File: config.mk
export PLATFORM = sky130hd
export DESIGN_NAME = mod5_wrap_tracker
export DESIGN_NICKNAME = d
export VERILOG_FILES = /design/src/rtl/mod5_wrap_tracker.sv
export SDC_FILE = /design/constraint.sdc
export NUM_CORES = 1
export LEC_CHECK = 0
export BUFFER_PORTS_ARGS = -buffer_cell sky130_fd_sc_hd__buf_2
export CAP_MARGIN = 20
export CORE_UTILIZATION = 48
export CTS_CLUSTER_DIAMETER = 100
export DETAILED_ROUTE_END_ITERATION = 8
export GPL_ROUTABILITY_DRIVEN = 0
export GPL_TIMING_DRIVEN = 1
export PLACE_DENSITY = 0.74
export RECOVER_POWER = 100
export SYNTH_ARGS = -nofsm -noshare
export SYNTH_HDL_FRONTEND = slang
export SYNTH_SLANG_ARGS = --single-unit
File: constraint.sdc
create_clock -name clk -period 1.79 [get_ports clk]
set_clock_uncertainty 0.15 [all_clocks]
set_input_delay 0.358 -clock clk [delete_from_list [all_inputs] [get_ports clk]]
set_output_delay 0.358 -clock clk [all_outputs]
set_load 0.02 [all_outputs]
File: src/rtl/mod5_wrap_tracker.sv
// Extends a mod-5 up/down counter with NDIG upper base-5 digits by watching its wrap events.
// Optional SEG7_OUT_EN adds a registered active-low seven-segment bus covering every digit.
module mod5_wrap_tracker #(
    parameter int NDIG = 2
) (
    input  logic              clk,
    input  logic              R,
    input  logic              en,
    input  logic              clr,
    input  logic              M,
    input  logic [3:0]        lo_digit,
    output logic [3*NDIG-1:0] hi_digits,
    output logic              carry_out,
    output logic              borrow_out,
    output logic              ovf,
`ifdef SEG7_OUT_EN
    output logic [7*(NDIG+1)-1:0] seg,
`endif
    output logic              err
);

    typedef enum logic {
        SYNC  = 1'b0,
        TRACK = 1'b1
    } state_t;

    state_t            state;
    logic [2:0]        prev_lo;
    logic [2:0]        cur_lo;
    logic              cur_legal;
    logic              wrap_up;
    logic              wrap_down;
    logic [3*NDIG-1:0] hi_inc;
    logic [3*NDIG-1:0] hi_dec;
    logic              inc_carry;
    logic              dec_borrow;
    logic              unused_lo_bit3;

    assign cur_lo         = lo_digit[2:0];
    assign cur_legal      = (cur_lo <= 3'd4);
    assign unused_lo_bit3 = lo_digit[3];

    assign wrap_up   = (state == TRACK) &&  M && (prev_lo == 3'd4) && (cur_lo == 3'd0);
    assign wrap_down = (state == TRACK) && !M && (prev_lo == 3'd0) && (cur_lo == 3'd4);

    // Ripple both neighbours of hi_digits; the final carry/borrow means every digit wrapped.
    always_comb begin
        // NOTE: every variable gets a default before the loop so no path leaves it unassigned (no latch).
        hi_inc     = hi_digits;
        hi_dec     = hi_digits;
        inc_carry  = 1'b1;
        dec_borrow = 1'b1;
        for (int k = 0; k < NDIG; k++) begin
            if (inc_carry) begin
                if (hi_digits[3*k +: 3] == 3'd4) begin
                    hi_inc[3*k +: 3] = 3'd0;
                end else begin
                    hi_inc[3*k +: 3] = hi_digits[3*k +: 3] + 3'd1;
                    inc_carry        = 1'b0;
                end
            end
            if (dec_borrow) begin
                if (hi_digits[3*k +: 3] == 3'd0) begin
                    hi_dec[3*k +: 3] = 3'd4;
                end else begin
                    hi_dec[3*k +: 3] = hi_digits[3*k +: 3] - 3'd1;
                    dec_borrow       = 1'b0;
                end
            end
        end
    end

    always_ff @(posedge clk) begin
        // NOTE: sequential state uses non-blocking assignments so all registers update together.
        if (R || clr) begin
            state      <= SYNC;
            prev_lo    <= 3'd0;
            hi_digits  <= '0;
            carry_out  <= 1'b0;
            borrow_out <= 1'b0;
            ovf        <= 1'b0;
            err        <= 1'b0;
        end else if (!en) begin
            carry_out  <= 1'b0;
            borrow_out <= 1'b0;
        end else if (!cur_legal) begin
            state      <= SYNC;
            err        <= 1'b1;
            carry_out  <= 1'b0;
            borrow_out <= 1'b0;
        end else begin
            state      <= TRACK;
            prev_lo    <= cur_lo;
            carry_out  <= wrap_up && inc_carry;
            borrow_out <= wrap_down && dec_borrow;
            if (wrap_up) begin
                hi_digits <= hi_inc;
                if (inc_carry) ovf <= 1'b1;
            end else if (wrap_down) begin
                hi_digits <= hi_dec;
                if (dec_borrow) ovf <= 1'b1;
            end
        end
    end

`ifdef SEG7_OUT_EN
    function automatic logic [6:0] seg7(input logic [2:0] d);
        case (d)
            3'd0:    seg7 = 7'b1000000;
            3'd1:    seg7 = 7'b1111001;
            3'd2:    seg7 = 7'b0100100;
            3'd3:    seg7 = 7'b0110000;
            3'd4:    seg7 = 7'b0011001;
            default: seg7 = 7'b1111111;
        endcase
    endfunction

    // lo_q is captured alongside hi_digits so all fields lag their digits by the same cycle.
    logic [2:0]             lo_q;
    logic [7*(NDIG+1)-1:0]  seg_next;

    always_comb begin
        seg_next      = '1;
        seg_next[6:0] = seg7(lo_q);
        for (int k = 0; k < NDIG; k++) begin
            seg_next[7*(k+1) +: 7] = seg7(hi_digits[3*k +: 3]);
        end
    end

    always_ff @(posedge clk) begin
        if (R || clr) begin
            lo_q <= 3'd7;
            seg  <= '1;
        end else begin
            if (en) lo_q <= cur_lo;
            seg <= seg_next;
        end
    end
`endif

endmodule

==> impl_summary.txt, run 1 <==
----------------------------------------------------
[Drt]
  Routed vias/inst ... 5.97
  Vias ... 1075
  WL/cell ... 14.3 um
  Post-route DRC ... 0
  Count of routing violations after the opening detailed-route iteration ... 49
  Residual antenna-violating net count after detailed routing ... 0
  First-pass iteration count of the detailed router ... 4
  Routed WL ... 2580 um

[Worst setup path]
  Critical path capture point type ... flop
  Critical path startpoint ... state$_SDFFE_PP0P_
  R2r endpoint ... hi_digits[3]$_SDFFE_PP0P_
  Reg2reg start ... state$_SDFFE_PP0P_
  Required time worst endpoint ... 1870 ps
  Cell family with the largest share of critical-path delay ... simple AND/OR/NAND/NOR gates
  Data arrival time of the critical path ... 1960 ps
  Combined buffer and inverter count along the critical path ... 0
  R2R Setup Slk ... -90 ps
  Maximum cell stage delay along the critical path ... 500 ps
  Capturing instance or port of the critical path ... hi_digits[3]$_SDFFE_PP0P_
  Worst Setup Start Kind ... flop
  Type of the setup path with the least slack ... flop to flop
  Path length in cells of the critical path ... 4
  Crit path cell chain ... or3b_4 > or4_1 > a311o_1 > a21oi_2
  Critical-path maximum fanout ... 5
  CP max-delay cell ... or4_1
  Depth of the most critical reg-to-reg path ... 4

[Timing]
  Final slew viol count ... 0
  Final worst setup slack ... -93.8 ps
  Hold Violations, Final ... 0
  Smallest hold slack ... 215 ps
  Period utilization ... 1.05
  Headroom to the max-slew limit ... 0.662
  Min Tclk post-route ... 1880 ps
  Setup-failing EPs final ... 3
  Setup repair after global routing missed its margin ... true
  Worst Max-Slew Pin Slew ... 495 ps
  Highest attainable clock frequency ... 531 MHz

[Power and ir drop]
  Worst voltage drop across the vdd grid ... 0.000295 V
  Total power divided by cell area ... 505 nW/um^2
  Total power ... 0.651 mW
  Lkg Pwr ... 0.526 nW

[Synthesis]
  Adder-cell share of the synthesized area ... 0.0793
  Multiplexer fraction of the synthesized cell area ... 0.0106
  Flop and latch count out of synthesis ... 14
  Mapped Area ... 947 um^2
  Synthesized area divided by synthesized cell count ... 8.53 um^2
  Largest family of logic cells by synthesized area ... compound AO/OA/AOI/OAI gates
  Number of warnings printed during yosys synthesis ... 0
  Post-Synthesis Net Count ... 126
  Sequential-to-total area share from yosys stat ... 0.296
  EDFF count, synth ... 0
  Xor-xnor portion of the synthesized cell area ... 0.00925
  Number of instances in the synthesized netlist ... 111
  Complex-gate fraction of the synthesized area ... 0.288
  Async set or reset register ratio after synthesis ... 0
  Simple-gate area share of the yosys netlist ... 0.260
  Netlist cell types ... 47
  Most instantiated flip-flop cell in the synthesis netlist ... dfxtp_1

[Place]
  Total placed cells including tap cells ... 174
  Count of input and output buffers ... 17
  HPWL reported at the end of detailed placement ... 1890 um

[Cells and area]
  Number of non-filler instances in the completed layout ... 180
  Final Core Density ... 0.722
  Proportion of layout cells with a drive suffix above 1 ... 0.348
  # diodes ... 0
  Area grow syn2layout ... 35.9%
  Number of nets in the layout ... 171

[Job]
  Maximum Capacitance Violations ... 0

[Floorplanning]
  Number of core rows ... 15
  Die Y-Extent ... 46.4 um
  Top-Level Pins ... 19
  Core region area ... 1780 um^2
  Floorplan die width ... 46.4 um
  Die area ... 2150 um^2
  Initial Utilization ... 0.531

[Global route]
  Remaining global-route overflow ... 0
  Overall global routing resource usage ... 0.274
  Pin count of the biggest net entering global routing ... 11
  Global-route wire length before repair ... 4160 um
  Antenna violations before repair ... 0
  Number of global-route vias before repair ... 958

[Status]
  Violations in the final reports ... setup timing
  Status ... finished, violations left

[Clocking]
  CTS tree ... built
  Cts hold-fix bufs ... 0
  CTS Root Cell ... clkbuf_4
  Clock sink count ... 14
  Clock-pin slew on the worst setup and hold paths ... 100 ps
  Cts bufs inserted ... 3
  CTS HTree Levels ... 1
  Insertion delay to the later sink of the worst-skew pair ... 280 ps
  Buffer depth of the longest clock path ... 2

[Hold path]
  Hold WC Path Type ... primary input to flop

----------------------------------------------------
-- where the power goes --
group / internal (mW) / total, mW / switching [mW]
combinational: 0.0454 / 0.0981 / 0.0527
clock: 0.124 / 0.236 / 0.112
sequential: 0.315 / 0.317 / 0.00219
-- repair_timing --
item                       4_1_cts  5_1_grt
pin swaps                        4        3
hold endpoints to repair         0        0
setup buffers                    2        0
setup endpoints to repair        6        5
gates resized for setup          6        3
-- layout make-up --
cell class / count / area (um^2)
multi-input combinational: 86 / 631
sequential: 14 / 284
clock buffer: 4 / 36.3
inverter: 5 / 18.8
fill: 143 / 495
tap: 25 / 31.3
timing repair buffer: 46 / 287
-- synthesized netlist by cell type, drive strengths merged, types with 2 or more instances --
cell type | count | share of area
nand4 | 2 | 0.013
a311o | 2 | 0.021
ha | 6 | 0.079
o21a | 2 | 0.016
nand2 | 9 | 0.036
nand3 | 3 | 0.016
or2 | 2 | 0.013
clkbuf | 2 | 0.0092
buf | 4 | 0.028
inv | 5 | 0.020
or3b | 3 | 0.028
o21ai | 4 | 0.021
dfxtp | 14 | 0.30
o31ai | 2 | 0.016
a2111oi | 2 | 0.038
a31oi | 3 | 0.020
nor3b | 2 | 0.016
a21oi | 7 | 0.041
or4 | 2 | 0.016
nor2 | 10 | 0.040
nor3 | 4 | 0.021
-- metal layers --
| layer | GRT usage | vias to the layer above | share of wire | routed length [um] |
|---|---|---|---|---|
| met5 | 0 | - | 0 | 0 |
| met4 | 0.147 | 0 | 0.023 | 58 |
| met3 | 0.0431 | 8 | 0.079 | 204 |
| met2 | 0.442 | 55 | 0.45 | 1160 |
| met1 | 0.343 | 500 | 0.45 | 1160 |
| li1 | - | 512 | - | - |
-- state kept, by name, indices dropped and copies added, names as in the netlist --
signal / flops
borrow_out: 1
carry_out: 1
err: 1
hi_digits: 6
ovf: 1
prev_lo: 3
state: 1
-- kinds of logic after synthesis --
logic type | after synthesis
DFF | 14
and+or+nand+nor | 44
adders and majority gates | 6
AOI/OAI and AO/OA | 34
buffers and inverters | 11
muxes | 1
xor gates and xnor gates | 1
-- layout by cell type, fill, tap and decap left out, types with 4 or more instances in the layout --
| master | synthesis | layout |
|---|---|---|
| a21oi_1 | 6 | 6 |
| buf_2 | 3 | 6 |
| buf_4 | 0 | 24 |
| clkbuf_1 | 1 | 13 |
| dfxtp_1 | 14 | 11 |
| ha_1 | 6 | 6 |
| inv_1 | 5 | 5 |
| nand2_1 | 9 | 9 |
| nor2_1 | 10 | 9 |
| nor3_1 | 4 | 4 |
-- tightest hold or removal path, delay by kind of cell --
family | cells | cell delay [ps]
buffers and inverters | 1 | 100
AOI/OAI and AO/OA | 2 | 150
-- worst min path at each step --
stage	start	to	slack [ps]	depth (start not counted)
after floorplan	prev_lo[1]$_SDFFE_PP0N_	prev_lo[1]$_SDFFE_PP0N_	310	2
after global routing	clr	carry_out$_SDFF_PP0_	230	4
after global placement	err$_SDFFE_PP0P_	err$_SDFFE_PP0P_	300	2
after CTS	R	carry_out$_SDFF_PP0_	220	4
after detailed placement	err$_SDFFE_PP0P_	err$_SDFFE_PP0P_	310	2
final	lo_digit[0]	prev_lo[0]$_SDFFE_PP0N_	210	3
-- stage by stage --
stage / worst slack (ps) / setup TNS [ps] / cell area, um^2
3_3_place_gp: -259 / -1260 / 1240
5_1_grt: -144 / -384 / 1290
6_report: -93.8 / -216 / 1290
2_1_floorplan: -127 / -202 / 953
3_5_place_dp: -297 / -1360 / 1240
4_1_cts: -156 / -256 / 1310
(Power assumes the default switching activity.)
==> inputs of run 2 (changes only) <==
Settings changed: SETUP_SLACK_MARGIN set to 0.02.
==> impl_summary.txt, run 2 (same netlist as run 1, synthesis figures left out) <==
----------------------------------------------------
[Status]
  Status ... finished, violations left (unchanged)
  Violations in the final reports ... setup timing (unchanged)

[Drt]
  Vias ... 1044 (was 1075)
  WL/cell ... 14.8 um (was 14.3 um)
  Post-route DRC ... 0 (unchanged)
  Count of routing violations after the opening detailed-route iteration ... 41 (was 49)
  Routed vias/inst ... 5.87 (was 5.97)
  First-pass iteration count of the detailed router ... 4 (unchanged)
  Routed WL ... 2630 um (was 2580 um)
  Residual antenna-violating net count after detailed routing ... 0 (unchanged)

[Clocking]
  Buffer depth of the longest clock path ... 2 (unchanged)
  Clock-pin slew on the worst setup and hold paths ... 100 ps (about the same)
  CTS Root Cell ... clkbuf_4 (unchanged)
  Cts hold-fix bufs ... 0 (unchanged)
  Clock sink count ... 14 (unchanged)
  CTS tree ... built (unchanged)
  CTS HTree Levels ... 1 (unchanged)
  Insertion delay to the later sink of the worst-skew pair ... 290 ps (was 280 ps)
  Cts bufs inserted ... 3 (unchanged)

[Cells and area]
  Number of flip-flops in the largest register ... 6 (unchanged)
  Final Core Density ... 0.715 (was 0.722)
  # diodes ... 0 (unchanged)
  Commonest cells after routing, fill and taps aside ... buf_4 (21), clkbuf_1 (14), dfxtp_1 (12) (was buf_4 (24), clkbuf_1 (13), dfxtp_1 (11))
  FF+latch area ... 283 um^2 (was 284 um^2)
  Proportion of layout cells with a drive suffix above 1 ... 0.333 (was 0.348)
  Area grow syn2layout ... 34.6% (was 35.9%)
  Largest Register ... hi_digits (unchanged)
  Registers with the highest flip-flop counts ... hi_digits: 6 flops, prev_lo: 3 flops (unchanged)
  Total of fill cells in the finished design ... 150 (was 143)
  Most frequent standard cell in the layout excluding fill and tap cells ... buf_4 (unchanged)
  Number of nets in the layout ... 169 (was 171)
  Number of non-filler instances in the completed layout ... 178 (was 180)
  Area taken by multi-input logic gates ... 644 um^2 (was 631 um^2)

[Worst setup path]
  Required time worst endpoint ... 1830 ps (was 1870 ps)
  Data arrival time of the critical path ... 1950 ps (was 1960 ps)
  Type of the setup path with the least slack ... flop to flop (unchanged)
  Critical path capture point type ... flop (unchanged)
  Worst Setup Start Kind ... flop (unchanged)
  Critical-path maximum fanout ... 5 (unchanged)

[Timing]
  Worst Max-Slew Pin Slew ... 513 ps (was 495 ps)
  Setup-failing EPs final ... 4 (was 3)
  Final slew viol count ... 0 (unchanged)
  Min Tclk post-route ... 1910 ps (was 1880 ps)
  Headroom to the max-slew limit ... 0.649 (was 0.662)
  Final worst setup slack ... -121 ps (was -93.8 ps)
  Setup repair after global routing missed its margin ... true (unchanged)
  Period utilization ... 1.07 (was 1.05)
  Highest attainable clock frequency ... 523 MHz (was 531 MHz)
  Hold Violations, Final ... 0 (unchanged)

[Global route]
  Global-route wire length before repair ... 4250 um (was 4160 um)
  Antenna violations before repair ... 0 (unchanged)
  Overall global routing resource usage ... 0.281 (was 0.274)
  Pin count of the biggest net entering global routing ... 11 (unchanged)
  Number of global-route vias before repair ... 932 (was 958)
  Remaining global-route overflow ... 0 (unchanged)

[Power and ir drop]
  Lkg Pwr ... 0.514 nW (was 0.526 nW)
  Worst voltage drop across the vdd grid ... 0.000430 V (was 0.000295 V)
  Combinational cell fraction of total power ... 0.153 (was 0.151)
  Internal power ... 0.485 mW (was 0.484 mW)
  Total power ... 0.656 mW (was 0.651 mW)
  Sequential power share ... 0.483 (was 0.487)
  Proportion of power drawn by the clock network ... 0.364 (was 0.362)
  Switching power as a share of total power ... 0.261 (was 0.256)
  Net switching power ... 0.171 mW (was 0.167 mW)
  Total power divided by cell area ... 515 nW/um^2 (was 505 nW/um^2)

[Place]
  HPWL reported at the end of detailed placement ... 1860 um (was 1890 um)
  Worst setup slack before clock tree synthesis ... -303 ps (was -297 ps)
  Count of input and output buffers ... 17 (unchanged)
  Total placed cells including tap cells ... 174 (unchanged)

[Hold path]
  Hold WC Path Type ... primary input to flop (unchanged)

[Job]
  Maximum Capacitance Violations ... 0 (unchanged)

[Floorplanning]
  Initial Utilization ... 0.531 (unchanged)
  Number of core rows ... 15 (unchanged)
  Die Y-Extent ... 46.4 um (unchanged)
  Floorplan die width ... 46.4 um (unchanged)
  Top-Level Pins ... 19 (unchanged)
  Core region area ... 1780 um^2 (unchanged)
  Die area ... 2150 um^2 (unchanged)

----------------------------------------------------
==> run 2: cell type report <==
class                   count  area share
flip-flops and latches     14       0.222
multi-input cells          86       0.505
clock buffers               4      0.0285
well taps                  25      0.0245
repair buffers             44       0.205
inverters                   5      0.0147
==> run 2: routing by layer <==
layer / track usage / vias to the layer above / wire, um
met1: 0.379 / 490 / 1210
met5: 0 / - / 0
li1: - / 504 / -
met2: 0.444 / 41 / 1190
met3: 0.0431 / 9 / 158
met4: 0.100 / 0 / 74
==> run 2: critical path, stage by stage, from the launching register on <==
cell,delay (ps)
dfxtp_2,330
or4b_4,570
a2111oi_4,470
o2111a_1,260
nor3_1,40
==> run 2: what timing repair did <==
item / 4_1_cts / 5_1_grt
setup buffers: 0 / 0
endpoints found under the hold margin: 0 / 0
endpoints found under the setup margin: 6 / 5
resized for setup: 8 / 1
pin swaps: 3 / 4
==> run 2: final timing paths <==
path                                   from                   endpoint  slack, ps  depth (start not counted)
setup / recovery  hi_digits[2]$_SDFFE_PP0P_  hi_digits[5]$_SDFFE_PP0P_       -120                          4
hold / removal                  lo_digit[0]    prev_lo[0]$_SDFFE_PP0N_        210                          3
setup reg to reg  hi_digits[2]$_SDFFE_PP0P_  hi_digits[5]$_SDFFE_PP0P_       -120                          4
hold reg to reg            err$_SDFFE_PP0P_           err$_SDFFE_PP0P_        330                          2
==> run 2: metrics by stage <==
stage | cell area (um^2) | hold slack (ps) | TNS [ps]
final | 1270 | 210 | -380
after global routing | 1270 | 226 | -585
after CTS | 1300 | 208 | -374
after detailed placement | 1240 | 303 | -1360
after global placement | 1240 | 298 | -1260
after floorplan | 953 | 314 | -202
==> run 2: power groups by stage <==
stage | clock network [mW] | registers (mW) | logic (mW)
floorplan | 0 | 0.326 | 0.0474
CTS | 0.239 | 0.317 | 0.100
global route | 0.260 | 0.318 | 0.108
finish | 0.239 | 0.317 | 0.101
detailed placement | 0 | 0.324 | 0.0946
global placement | 0 | 0.324 | 0.0927
